**src/rtl/counter_sched_if.sv**
```systemverilog
// rtl/counter_sched_if.sv - request/grant/count bundle between two requesters and counter_sched
interface counter_sched_if #(
  parameter int WIDTH = 4
);
  logic             req0;
  logic             req1;
  logic [WIDTH-1:0] len0;
  logic [WIDTH-1:0] len1;
  logic             tick;
  logic             gnt0;
  logic             gnt1;
  logic [WIDTH-1:0] q;
  logic             busy;
  logic             done0;
  logic             done1;

  modport master (
    output req0, req1, len0, len1, tick,
    input  gnt0, gnt1, q, busy, done0, done1
  );

  modport slave (
    input  req0, req1, len0, len1, tick,
    output gnt0, gnt1, q, busy, done0, done1
  );
endinterface

```
**src/rtl/counter_sched.sv**
```systemverilog
// rtl/counter_sched.sv - round-robin owner of a shared up-counter; COUNTER_SCHED_ABORT_EN enables owner abort
module counter_sched #(
  parameter int WIDTH = 4
) (
  input logic            clk,
  input logic            reset,
  counter_sched_if.slave bus
);

  typedef enum logic [1:0] {IDLE, RUN, DONE} state_t;

`ifdef COUNTER_SCHED_ABORT_EN
  localparam bit ABORT = 1'b1;
`else
  localparam bit ABORT = 1'b0;
`endif

  state_t           state, state_nx;
  logic [WIDTH-1:0] q, q_nx;
  logic [WIDTH-1:0] len_lat, len_nx;
  logic             owner, owner_nx;
  logic             last, last_nx;
  logic             gnt0, gnt0_nx, gnt1, gnt1_nx;
  logic             done0, done0_nx, done1, done1_nx;
  logic             busy, busy_nx;
  logic             owner_req;

  assign owner_req = owner ? bus.req1 : bus.req0;

  always_comb begin
    state_nx = state;
    q_nx     = q;
    len_nx   = len_lat;
    owner_nx = owner;
    last_nx  = last;
    case (state)
      IDLE: begin
        if (bus.req0 || bus.req1) begin
          // on a tie the requester not served last wins
          owner_nx = (bus.req0 && bus.req1) ? ~last : bus.req1;
          len_nx   = owner_nx ? bus.len1 : bus.len0;
          q_nx     = '0;
          state_nx = RUN;
        end
      end
      RUN: begin
        if (ABORT && !owner_req) begin
          state_nx = IDLE;
          last_nx  = owner;
        end else if (q == len_lat) begin
          state_nx = DONE;
        end else if (bus.tick) begin
          q_nx = q + WIDTH'(1);
        end
      end
      DONE: begin
        state_nx = IDLE;
        last_nx  = owner;
      end
      default: state_nx = IDLE;
    endcase
    busy_nx  = (state_nx != IDLE);
    gnt0_nx  = busy_nx && !owner_nx;
    gnt1_nx  = busy_nx && owner_nx;
    done0_nx = (state == RUN) && (state_nx == DONE) && !owner;
    done1_nx = (state == RUN) && (state_nx == DONE) && owner;
  end

  always_ff @(posedge clk or negedge reset) begin
    if (!reset) begin
      state   <= IDLE;
      q       <= '0;
      len_lat <= '0;
      owner   <= 1'b0;
      last    <= 1'b1;
      gnt0    <= 1'b0;
      gnt1    <= 1'b0;
      done0   <= 1'b0;
      done1   <= 1'b0;
      busy    <= 1'b0;
    end else begin
      state   <= state_nx;
      q       <= q_nx;
      len_lat <= len_nx;
      owner   <= owner_nx;
      last    <= last_nx;
      gnt0    <= gnt0_nx;
      gnt1    <= gnt1_nx;
      done0   <= done0_nx;
      done1   <= done1_nx;
      busy    <= busy_nx;
    end
  end

  assign bus.gnt0  = gnt0;
  assign bus.gnt1  = gnt1;
  assign bus.q     = q;
  assign bus.busy  = busy;
  assign bus.done0 = done0;
  assign bus.done1 = done1;

endmodule

```
**src/flat_wrapper.sv**
```systemverilog
// flat-port wrapper written by rule: the top's interface ports become plain ports
module counter_sched_flat 
#(
  parameter int WIDTH = 4
)
  (clk, reset, bus_req0, bus_req1, bus_len0, bus_len1, bus_tick, bus_gnt0, bus_gnt1, bus_q, bus_busy, bus_done0, bus_done1);
  counter_sched_if #(.WIDTH(WIDTH)) bus_i ();
  input logic clk;
  input logic reset;
  input wire logic [$bits(bus_i.req0)-1:0] bus_req0;
  input wire logic [$bits(bus_i.req1)-1:0] bus_req1;
  input wire logic [$bits(bus_i.len0)-1:0] bus_len0;
  input wire logic [$bits(bus_i.len1)-1:0] bus_len1;
  input wire logic [$bits(bus_i.tick)-1:0] bus_tick;
  output wire logic [$bits(bus_i.gnt0)-1:0] bus_gnt0;
  output wire logic [$bits(bus_i.gnt1)-1:0] bus_gnt1;
  output wire logic [$bits(bus_i.q)-1:0] bus_q;
  output wire logic [$bits(bus_i.busy)-1:0] bus_busy;
  output wire logic [$bits(bus_i.done0)-1:0] bus_done0;
  output wire logic [$bits(bus_i.done1)-1:0] bus_done1;
  assign bus_i.req0 = bus_req0;
  assign bus_i.req1 = bus_req1;
  assign bus_i.len0 = bus_len0;
  assign bus_i.len1 = bus_len1;
  assign bus_i.tick = bus_tick;
  assign bus_gnt0 = bus_i.gnt0;
  assign bus_gnt1 = bus_i.gnt1;
  assign bus_q = bus_i.q;
  assign bus_busy = bus_i.busy;
  assign bus_done0 = bus_i.done0;
  assign bus_done1 = bus_i.done1;
  counter_sched #(.WIDTH(WIDTH)) u_core (.clk(clk), .reset(reset), .bus(bus_i));
endmodule
```
**config.mk**
```make
export PLATFORM = sky130hd
export DESIGN_NAME = counter_sched_flat
export DESIGN_NICKNAME = d
export VERILOG_FILES = /design/src/rtl/counter_sched_if.sv /design/src/rtl/counter_sched.sv /design/src/flat_wrapper.sv
export SDC_FILE = /design/constraint.sdc
export NUM_CORES = 1
export LEC_CHECK = 0
export BUFFER_PORTS_ARGS = -buffer_cell sky130_fd_sc_hd__buf_2
export CAP_MARGIN = 20
export CELL_PAD_IN_SITES_DETAIL_PLACEMENT = 1
export CELL_PAD_IN_SITES_GLOBAL_PLACEMENT = 1
export CORE_AREA = 2 2 50 47
export CTS_CLUSTER_SIZE = 12
export DETAILED_ROUTE_END_ITERATION = 10
export DIE_AREA = 0 0 52 49
export HOLD_SLACK_MARGIN = 0.08
export MAX_ROUTING_LAYER = met4
export PLACE_DENSITY = 0.79
export SYNTH_ARGS = -nofsm -noshare
export SYNTH_HDL_FRONTEND = slang
export SYNTH_SLANG_ARGS = --single-unit
```
**constraint.sdc**
```tcl
create_clock -name clk -period 4.43 [get_ports clk]
set_input_delay 0.443 -clock clk [delete_from_list [all_inputs] [get_ports clk]]
set_output_delay 0.443 -clock clk [all_outputs]
set_load 0.01 [all_outputs]
```
# Word-level counts from Yosys, hierarchy flattened
# Cells that the tools add are included.
[op_classes] n_addsub=1 n_mux=11 n_reduce_logical=14 n_bitwise=1 eq_ne=7
[ops] cell="4-bit two-way mux" n=4
[ops] cell="4-bit case mux with 2 select lines" n=1
[ops] cell="1-bit logical AND" n=6
[ops] cell="4-bit by 1-bit adder with 4-bit output (second input constant)" n=1
[ops] cell="2-bit equality test (second input constant)" n=2
[ops] cell="4-bit equality test" n=1
[ops] cell="2-bit two-way mux" n=2
[ops] cell="2-bit inequality test (second input constant)" n=2
[ops] cell="2-bit case mux with 2 select lines" n=1
[ops] cell="4-bit AND reduction" n=1
[ops] cell="2-bit nonzero test" n=2
[ops] cell="1-bit two-way mux" n=3
[ops] cell="2-bit by 1-bit equality test with 1-bit output (second input constant)" n=1
[ops] cell="1-bit logical NOT" n=2
[ops] cell="2-bit logical NOT" n=1
[ops] cell="2-bit by 1-bit inequality test with 1-bit output (second input constant)" n=1
[ops] cell="2-bit AND reduction" n=1
[ops] cell="1-bit logical OR" n=1
[ops] cell="1-bit NOT" n=1
[word_totals] inputBits=13 reg_bits=17 out_inout_bits=9

# Longest topological paths before layout
# Gate-level depths: netlist (run 1).
[logic_depth] word_depth=6 ltp_mapped=5 ltp_nobuf=4

# Worst setup path after synthesis (run 1)
# No wires, ideal clock.
[synth_path] kind="reg-to-reg" startpoint="register u_core.state[1]" endpoint="register u_core.q[3], in the netlist u_core.bus.q[3]" synth_period_minus_slack_ns=1.407 path_slack_ns=3.023 t_arrival_ns=1.329 required_time_ns=4.352 setup_ns=0.078 stages_incl_launch_ff=5 path_cell_list="dfrtp_1 -> and2b_4 -> nand2_4 -> or4_1 -> a21boi_1"
[synth_between] elab_chain_len=3
[synth_rtl] element="start: declaration" line="counter_sched.sv:18" rtl="state_t state, state_nx;"
[synth_rtl] element="start signal: assignment" line="counter_sched.sv:82" rtl="state <= state_nx;"
[synth_rtl] element="2-bit by 1-bit equality test with 1-bit output or 2-bit logical NOT (tied branches)" line="counter_sched.sv:36" rtl="case (state)"
[synth_rtl] element="2-bit inequality test (no source line) (tied with other cells)"
[synth_rtl] element="4-bit AND reduction (no source line)"
[synth_rtl] element="end signal: assignment" line="counter_sched.sv:83" rtl="q <= q_nx;"
[synth_rtl] element="end: declaration" line="counter_sched.sv:19" rtl="logic [WIDTH-1:0] q, q_nx;"
# Several ways; a longest one is shown, not always the timed one.
# A chain may end at the register's enable or synchronous reset.

# Final worst setup path (run 1)
[layout_path] startpoint="register u_core.q[0], in the netlist u_core.bus.q[0]" endpoint="register u_core.q[3], in the netlist u_core.bus.q[3]"
[layout_between] elab_chain_len=4
[layout_rtl] element="4-bit by 1-bit adder with 4-bit output" line="counter_sched.sv:53" rtl="q_nx = q + WIDTH'(1);"
[layout_rtl] element="4-bit two-way mux" line="counter_sched.sv:52" rtl="end else if (bus.tick) begin"
[layout_rtl] element="4-bit two-way mux" line="counter_sched.sv:50" rtl="end else if (q == len_lat) begin"
[layout_rtl] element="4-bit case mux with 2 select lines" line="counter_sched.sv:36"
# Several ways; a longest one is shown, not always the timed one. The select of a mux whose other input is x is not followed.

==> results of run 1 <==
[report_power, final]
| group | internal [uW] | switching [uW] | leakage [uW] |
|---|---|---|---|
| Clock | 33.6 | 49.5 | 0.0000177 |
| Sequential | 227 | 64.1 | 0.000212 |
| Combinational | 138 | 161 | 0.000270 |
[repair_timing]
| item | 4_1_cts | 5_1_grt |
|---|---|---|
| endpoints found under the hold margin | 16 | 0 |
| gates resized for setup | 0 | 0 |
| hold buffers | 1 | 0 |
| buffers inserted | 0 | 0 |
[tightest hold or removal path, cell delays in order]
cell and delay, ns:
buf_2 0.07, mux2i_1 0.05, o21ai_1 0.10
[cell usage after synthesis, types with 2 or more instances]
| master | number |
|---|---|
| nand3_1 | 8 |
| xor2_1 | 4 |
| nor2_1 | 3 |
| o21ai_1 | 6 |
| dfrtp_1 | 16 |
| mux2_2 | 2 |
| nand2_1 | 5 |
| mux2i_1 | 5 |
| o31ai_1 | 2 |
| inv_1 | 2 |
[cell families (layout without fill, tap and decap cells)]
kind of cell    count (synthesis)  in the layout  synth area share, %
simple gates                   26             26                 18.3
flops                          17             17                 53.4
compound gates                 14             14                 11.3
mux                             7              7                 9.08
xor+xnor                        4              4                 4.38
buf+inv                         4             29                 2.03
fa+ha+maj                       1              1                 1.56
[through the flow]
step	utilization, %	instance area, sq um	hold slack, ns	setup slack, ns
2_1_floorplan	-	800	0.147	3.02
3_3_place_gp	45.4	937	0.383	2.66
3_5_place_dp	45.4	937	0.389	2.61
4_1_cts	47.3	975	0.408	2.74
5_1_grt	47.3	975	0.429	2.64
6_report	47.3	975	0.418	2.74
[cell type report]
type / count / area share (%)
Inverter: 2 / 0.770
Multi-Input combinational cell: 52 / 36.6
Timing Repair Buffer: 23 / 12.6
Tap cell: 27 / 3.47
Clock inverter: 1 / 0.513
Sequential cell: 17 / 43.8
Clock buffer: 3 / 2.31
[per-layer routing]
layer | share of wire (%) | routed length, microns | vias to the layer above
met5 | 0 | 0 | -
met4 | 3.0 | 51 | 0
met3 | 4.5 | 77 | 6
met2 | 46 | 802 | 18
met1 | 46 | 794 | 308
li1 | - | - | 309
[final timing paths]
path | from | to | slack [ns] | cells past startpoint
max | u_core.bus.q[0] | u_core.bus.q[3] | 2.74 | 5
min | bus_len0[3] | u_core.len_lat[3] | 0.42 | 3
max reg2reg | u_core.bus.q[0] | u_core.bus.q[3] | 2.74 | 5
min reg2reg | u_core.len_lat[3] | u_core.len_lat[3] | 0.51 | 2
max in group asynchronous | reset | u_core.last | 3.53 | 2
min in group asynchronous | reset | u_core.bus.q[3] | 0.59 | 2
==> summary.txt, run 1 <==
Synth
  • Syn Area/Cell: 11.0 sq um
  • FFs w/ async S/R, synth: between 90% and 100%
  • Most used flip-flop cell after synthesis: dfrtp_1
  • EDFF count, synth: 0
  • Netlist cell types: 30
  • Yosys reg bits: 17
  • Synth top area share: about half
  • Cells after Synth: 73
  • Post-synthesis sequential area ratio: between 50 and 60%
  • Mapped cell area: between 700 and 800 sq um
  • Synth area leader: dfrtp_1
  • Ys Warns: 0
  • Top post-synthesis cells by area: dfrtp_1 (50%), mux2i_1 (6.3%), nand3_1 (5.0%), xor2_1 (4.4%), o21ai_1 (3.8%)
  • Syn nets: between 80 and 90

Die
  • Core Box Area: between 2000 and 2500 sq um
  • Row count: 16
  • Die Area: 2550 sq um
  • Initial core utilization: roughly 39%
  • # IOs: 22
  • Die Y: ~49 microns
  • Die W: 52 microns

Power and ir drop
  • Leakage: roughly 0.0005 uW
  • Pwr/cell area: between 600 and 700 nW/um^2
  • Peak VDD IR: 0.229 mV
  • Design Power: 673 uW

Detailed routing
  • DRT iter0 DRCs: 3
  • DRC: 0
  • Drt wl/cell: about 14 microns
  • Vias: around 640
  • DRT antenna net count: 0
  • DR pass1 iterations: 4
  • Wirelength, routed: between 1500 and 2000 microns
  • Via density: around 5.1

Timing
  • Tcrit/Tclk final: between 30% and 40%
  • Final setup fails: 0
  • Worst-Margin Slew: between 1 and 1.5 ns
  • Final Max Slew Viols: 0
  • Normalized max-slew margin: between 30% and 40%
  • Worst Skew: between 0.0015 and 0.002 ns
  • Max frequency: around 0.59 GHz
  • Fin crit period: ~1.7 ns
  • Setup tns final: 0 ns
  • RSZ-0062 raised after global routing: false
  • Final hold vios: 0

Outcome
  • Status: complete, no violations

Worst setup path
  • Largest stage delay, worst path: around 0.5 ns
  • Critical path required time: 4.64 ns
  • CP cell instances: xor2_1, nor4_1, buf_4, or4_1, a21boi_1
  • CP Capture Type: register
  • Crit-path max FO: 11
  • Critical path class: reg2reg
  • CP Buf/Inv Count: 1
  • Top delay family on crit path: simple AND/OR/NAND/NOR gates
  • Crit start category: register
  • Worst EP arrival: roughly 1.9 ns
  • Critical-path top delay cell: dfrtp_1

Placement
  • Routability cong.: between 0.7 and 0.8
  • Inst Count DP: 120
  • Port bufs: 21
  • Final HPWL DP: ~1300 microns

Global route
  • Met3 usage: around 2.1%
  • Pin count of the biggest net entering global routing: 18
  • Initial antenna violation count: 0
  • GR Util All Layers: 16.4%
  • Vias in the first global route: 660
  • GR Layer Usage met1: 21.1%
  • Gr busiest metal: met2
  • Met2 Use GR: a little under a quarter
  • Total gr overflow: 0
  • First-pass GRT wire length: 2980 microns

Clock network
  • CTS tree: done
  • CTS Root Cell: clkbuf_4
  • Clk buf depth: 2
  • Clock transition at path regs: approximately 0.10 ns
  • Clk Latency, worst-skew pair: around 0.29 ns
  • Num Clock Sinks: 17
  • H-tree depth: 1
  • TritonCTS Buffers: 3

Layout
  • Area Growth Syn to Fin: 21.9%
  • Most frequent cells in the layout: buf_2 (21), dfrtp_1 (16), nand3_1 (8), o21ai_1 (6)
  • Fillers: 250
  • Share of layout cells above drive strength 1: roughly a third
  • Top Registers: u_core.bus.q (4), u_core.len_lat (4), u_core.state (2)
  • Finished Layout Cells: roughly 130
  • # nets final: 113
  • Diode count: 0
  • Footprint of the multi-input gates: approximately 360 sq um
  • Sequential cell area: roughly 430 sq um
  • Commonest non-fill, non-tap cell in the layout: buf_2

Worst hold path
  • HP Class: in2reg

Flow run
  • Max-cap check violation count: 0
No activity file was read; power rests on OpenSTA's default activity.
==> inputs of run 2 (changes only) <==
Settings changed: CORE_AREA 2 2 50 47 to 2 2 52 49, DIE_AREA 0 0 52 49 to 0 0 54 51, PLACE_DENSITY 0.79 to 0.73.
Clock period 4.43 ns to 1.6 ns, I/O delays scaled along.
==> summary.txt, run 2 (same netlist as run 1, synthesis figures left out) <==
Global route
  • First-pass GRT wire length: about 3000 microns
  • Initial antenna violation count: 0
  • GR Util All Layers: between 10% and 20%
  • Total gr overflow: 0
  • Vias in the first global route: around 650
  • Pin count of the biggest net entering global routing: 18

Clock network
  • Clk buf depth: 2
  • Clock transition at path regs: roughly 0.10 ns
  • CTS Root Cell: clkbuf_4
  • TritonCTS Buffers: 3
  • Clk Latency, worst-skew pair: between 0.2 and 0.3 ns
  • H-tree depth: 1
  • Num Clock Sinks: 17
  • Postcts setup bufs: 0
  • CTS tree: done

Power and ir drop
  • Reg power frac: about two fifths
  • Sw Share: around 40%
  • Leakage: 0.000522 uW
  • Clock Power Share: between 10% and 20%
  • Logic pwr share: around 50%
  • Sw power: between 700 and 800 uW
  • Peak VDD IR: 0.660 mV
  • Cell Int Power: 1190 uW
  • Pwr/cell area: roughly 1900 nW/um^2

Layout
  • Fillers: approximately 270
  • Top Registers: u_core.bus.q (4), u_core.len_lat (4), u_core.state (2)
  • Share of layout cells above drive strength 1: a little over a third
  • # nets final: ~120
  • Commonest non-fill, non-tap cell in the layout: buf_2
  • Area Growth Syn to Fin: 27.4%
  • Diode count: 0
  • Finished Layout Cells: around 130
  • Most frequent cells in the layout: buf_2 (21), dfrtp_1 (16), nand3_1 (8), o21ai_1 (6), buf_4 (6)

Timing
  • Tcrit/Tclk final: 94.0%
  • Final setup fails: 0
  • Max frequency: approximately 0.67 GHz
  • Worst Skew: between 0.003 and 0.004 ns
  • Normalized max-slew margin: 53.9%
  • Final hold vios: 0
  • Final hold slack: approximately 0.14 ns
  • Final Max Slew Viols: 0
  • Worst-Margin Slew: 0.691 ns
  • RSZ-0062 raised after global routing: false
  • Fin crit period: roughly 1.5 ns
  • Setup tns final: 0 ns

Die
  • Initial core utilization: a little over a third
  • Row count: 17
  • Die W: between 50 and 60 microns
  • Core Box Area: between 2000 and 2500 sq um
  • Die Y: between 50 and 60 microns
  • Die Area: about 2800 sq um
  • # IOs: 22

Worst hold path
  • HP Class: in2reg
  • HP Start: bus_len0[0]
  • WHS Path Cells: 3
  • Worst Hold Path EP: u_core.len_lat[0]

Worst setup path
  • Critical-path top delay cell: or4_1
  • Crit start category: register
  • Top delay family on crit path: simple AND/OR/NAND/NOR gates
  • CP cell instances: and2b_4, nand2_4, or4_1, a21boi_1
  • R2R Path End: u_core.bus.q[3]
  • R2r worst-path depth: 4
  • Worst EP arrival: between 1.5 and 2 ns
  • Critical path class: reg2reg
  • Critical path required time: between 1.5 and 2 ns
  • Crit-path max FO: 7
  • CP Buf/Inv Count: 0
  • Worst r2r src: u_core.state[1]
  • Largest stage delay, worst path: approximately 0.46 ns
  • R2R setup slack: ~0.097 ns
  • CP Capture Type: register

Detailed routing
  • DRT antenna net count: 0
  • Wirelength, routed: roughly 1700 microns
  • Via density: between 4 and 5
  • DRC: 0
  • DRT iter0 DRCs: 7
  • Vias: approximately 640
  • DR pass1 iterations: 3
  • Drt wl/cell: 13.1 microns

Outcome
  • Status: complete, no violations

Flow run
  • Max-cap check violation count: 0

Placement
  • Routability cong.: around 0.80
  • Inst Count DP: 126
  • Final HPWL DP: about 1300 microns
  • Port bufs: 21
## run 2: repair_timing
item / in CTS / in global routing
resized for setup: 1 / 0
endpoints found under the setup margin: 1 / 0
hold buffers: 1 / 0
endpoints found under the hold margin: 16 / 0
## run 2: power by group through the flow
stage	clock (uW)	combinational, uW	sequential [uW]
detailed placement	0	967	770
global placement	0	930	758
global route	259	1110	788
floorplan	0	544	820
CTS	236	993	761
finish	228	987	760
## run 2: cell type report
class                   count  area, sq um  area share, %
multi-input cells          52          363           35.6
well taps                  28         35.0           3.44
clock buffers               4         26.3           2.58
flip-flops and latches     17          427           41.9
inverters                   2         7.51          0.737
repair buffers             28          160           15.7
## run 2: worst max path at each step
stage | start | to | depth (start not counted)
after floorplan | u_core.state[1] | u_core.bus.q[3] | 4
after global placement | u_core.bus.q[3] | u_core.bus.done0 | 5
after detailed placement | u_core.bus.q[3] | u_core.bus.done0 | 5
after CTS | u_core.state[1] | u_core.bus.q[3] | 4
after global routing | u_core.state[1] | u_core.bus.q[3] | 4
final | u_core.state[1] | u_core.bus.q[3] | 4
## run 2: routing by layer
layer	vias up	GRT usage (%)	share of wire (%)
met5	-	-	0
met4	0	6.25	1.3
met3	2	3.51	4.1
met2	16	21.5	47
met1	306	21.8	47
li1	320	-	-
## run 2: tightest hold or removal path, stage by stage
cell	delay, ns
buf_2	0.07
mux2i_1	0.05
o21ai_1	0.11
## run 2: stage by stage
| step | setup slack [ns] | total power [uW] | util, % | area [sq um] |
|---|---|---|---|---|
| floorplan | 0.193 | 1360 | - | 800 |
| global placement | 0.0880 | 1690 | 42.5 | 976 |
| detailed placement | 0.00737 | 1740 | 42.5 | 976 |
| CTS | 0.0780 | 1990 | 44.3 | 1020 |
| global route | 0.00261 | 2150 | 44.3 | 1020 |
| finish | 0.0966 | 1970 | 44.3 | 1020 |
==> inputs of run 3 (changes only) <==
Settings changed: BUFFER_PORTS_ARGS -buffer_cell sky130_fd_sc_hd__buf_2 to -buffer_cell sky130_fd_sc_hd__clkbuf_2.
==> summary.txt, run 3 (same netlist as run 1, synthesis figures left out) <==
Power and ir drop
  • Design Power: approximately 2100 uW
  • Pwr/cell area: 2000 nW/um^2
  • Leakage: between 0.0005 and 0.0006 uW
  • Peak VDD IR: 0.692 mV

Clock network
  • CTS Root Cell: clkbuf_4
  • Num Clock Sinks: 17
  • TritonCTS Buffers: 3
  • Clk buf depth: 2
  • H-tree depth: 1
  • CTS tree: done
  • Clock transition at path regs: around 0.10 ns
  • Clk Latency, worst-skew pair: around 0.29 ns

Worst setup path
  • Critical path required time: 1.81 ns
  • CP Capture Type: register
  • Worst EP arrival: 1.77 ns
  • CP Buf/Inv Count: 0
  • Critical-path top delay cell: or4_1
  • Critical path class: reg2reg
  • R2r worst-path depth: 4
  • Largest stage delay, worst path: between 0.5 and 0.6 ns
  • Crit start category: register
  • CP cell instances: xor2_1, nor4_4, or4_1, a21boi_1
  • R2R Path End: u_core.bus.q[3]
  • R2R setup slack: roughly 0.042 ns
  • Crit-path max FO: 4
  • Worst r2r src: u_core.len_lat[0]
  • Top delay family on crit path: simple AND/OR/NAND/NOR gates

Global route
  • Initial antenna violation count: 0
  • GR Util All Layers: approximately 15%
  • Vias in the first global route: 676
  • First-pass GRT wire length: ~3000 microns
  • Pin count of the biggest net entering global routing: 18
  • Total gr overflow: 0

Detailed routing
  • DRT antenna net count: 0
  • Drt wl/cell: roughly 14 microns
  • DR pass1 iterations: 4
  • DRT iter0 DRCs: 10
  • DRC: 0
  • Vias: approximately 670
  • Wirelength, routed: about 1800 microns
  • Via density: between 4 and 5

Worst hold path
  • WHS Path Cells: 3
  • HP Start: bus_len0[0]
  • HP Class: in2reg
  • Worst Hold Path EP: u_core.len_lat[0]

Die
  • Row count: 17
  • # IOs: 22
  • Die Y: about 51 microns
  • Die Area: approximately 2800 sq um
  • Die W: about 54 microns
  • Core Box Area: 2300 sq um
  • Initial core utilization: 34.8%

Timing
  • Worst Skew: about 0.0019 ns
  • Final hold slack: roughly 0.14 ns
  • Max frequency: 0.642 GHz
  • Final Max Slew Viols: 0
  • Worst-Margin Slew: about 0.67 ns
  • Normalized max-slew margin: 55.4%
  • Final setup fails: 0
  • Setup tns final: 0 ns
  • Tcrit/Tclk final: a little over nine tenths
  • Fin crit period: 1.56 ns
  • Final hold vios: 0

Layout
  • Diode count: 0
  • # nets final: about 120
  • Area Growth Syn to Fin: 34.0%
  • Share of layout cells above drive strength 1: approximately two fifths
  • Fillers: around 270
  • Top Registers: u_core.bus.q (4), u_core.len_lat (4), u_core.state (2)
  • Commonest non-fill, non-tap cell in the layout: clkbuf_2
  • Post-layout util: between 40 and 50%
  • Most frequent cells in the layout: clkbuf_2 (21), dfrtp_1 (16), buf_4 (9), nand3_1 (8), o21ai_1 (6)

Placement
  • Port bufs: 21
  • Routability cong.: 0.830
  • Final HPWL DP: 1330 microns

Flow run
  • Max-cap check violation count: 0

Outcome
  • Status: complete, no violations
## run 3: cell count changes in the layout (fill, tap and decap cells not counted)
cell,change
clkbuf_2,+21
nor2b_2,+1
xor2_1,-1
nor4_2,-1
buf_4,+3
buf_2,-21
nor2b_1,-1
nor4_4,+1
xor2_2,+1
clkdlybuf4s15_2,+1
## run 3: what timing repair did
action	4_1_cts	5_1_grt
cloned	0	1
hold buffers	1	0
resized for setup	1	3
pin swaps	0	1
setup buffers	0	2
endpoints found under the hold margin	16	0
setup endpoints to repair	1	3
## run 3: worst max-delay path by stage
stage / from / to / slack, ns / cells past startpoint
final: u_core.len_lat[0] / u_core.bus.q[3] / 0.04 / 4
after detailed placement: u_core.bus.q[3] / u_core.bus.done0 / 0.02 / 5
after global placement: u_core.bus.q[3] / u_core.bus.done0 / 0.10 / 5
after CTS: u_core.state[0] / u_core.bus.q[3] / 0.09 / 4
after floorplan: u_core.state[1] / u_core.bus.q[3] / 0.19 / 4
after global routing: u_core.len_lat[0] / u_core.bus.done0 / -0.03 / 5
## run 3: per-stage QoR
stage,instances,cell area (sq um),worst slack (ns)
after CTS,132,1030,0.0902
final,135,1070,0.0416
after floorplan,73,800,0.193
after global routing,135,1070,-0.0306
after detailed placement,127,983,0.0228
after global placement,127,983,0.104
## run 3: where the power goes
group          internal (uW)  switching (uW)
Combinational            559             585
Clock                   96.8             137
Sequential               629             139
Total                   1280             861
## run 3: worst min-delay path, delay by kind of cell
family | cells | cell delay, ns
buf+inv | 1 | 0.07
compound gates | 1 | 0.10
mux | 1 | 0.05
## run 3: area by class of cell
type	instances	area, sq um	area share (%)
Multi-Input combinational cell	52	382	35.6
Clock buffer	4	26.3	2.45
Timing Repair Buffer	32	194	18.1
Sequential cell	17	427	39.8
Inverter	2	7.51	0.701
Tap cell	28	35.0	3.27
## run 3: routing by layer
layer  share of wire, %  global-route usage, %
met5                  0                      -
met4               0.82                   3.75
met3                3.7                   2.63
met2                 49                   24.4
met1                 47                   19.9
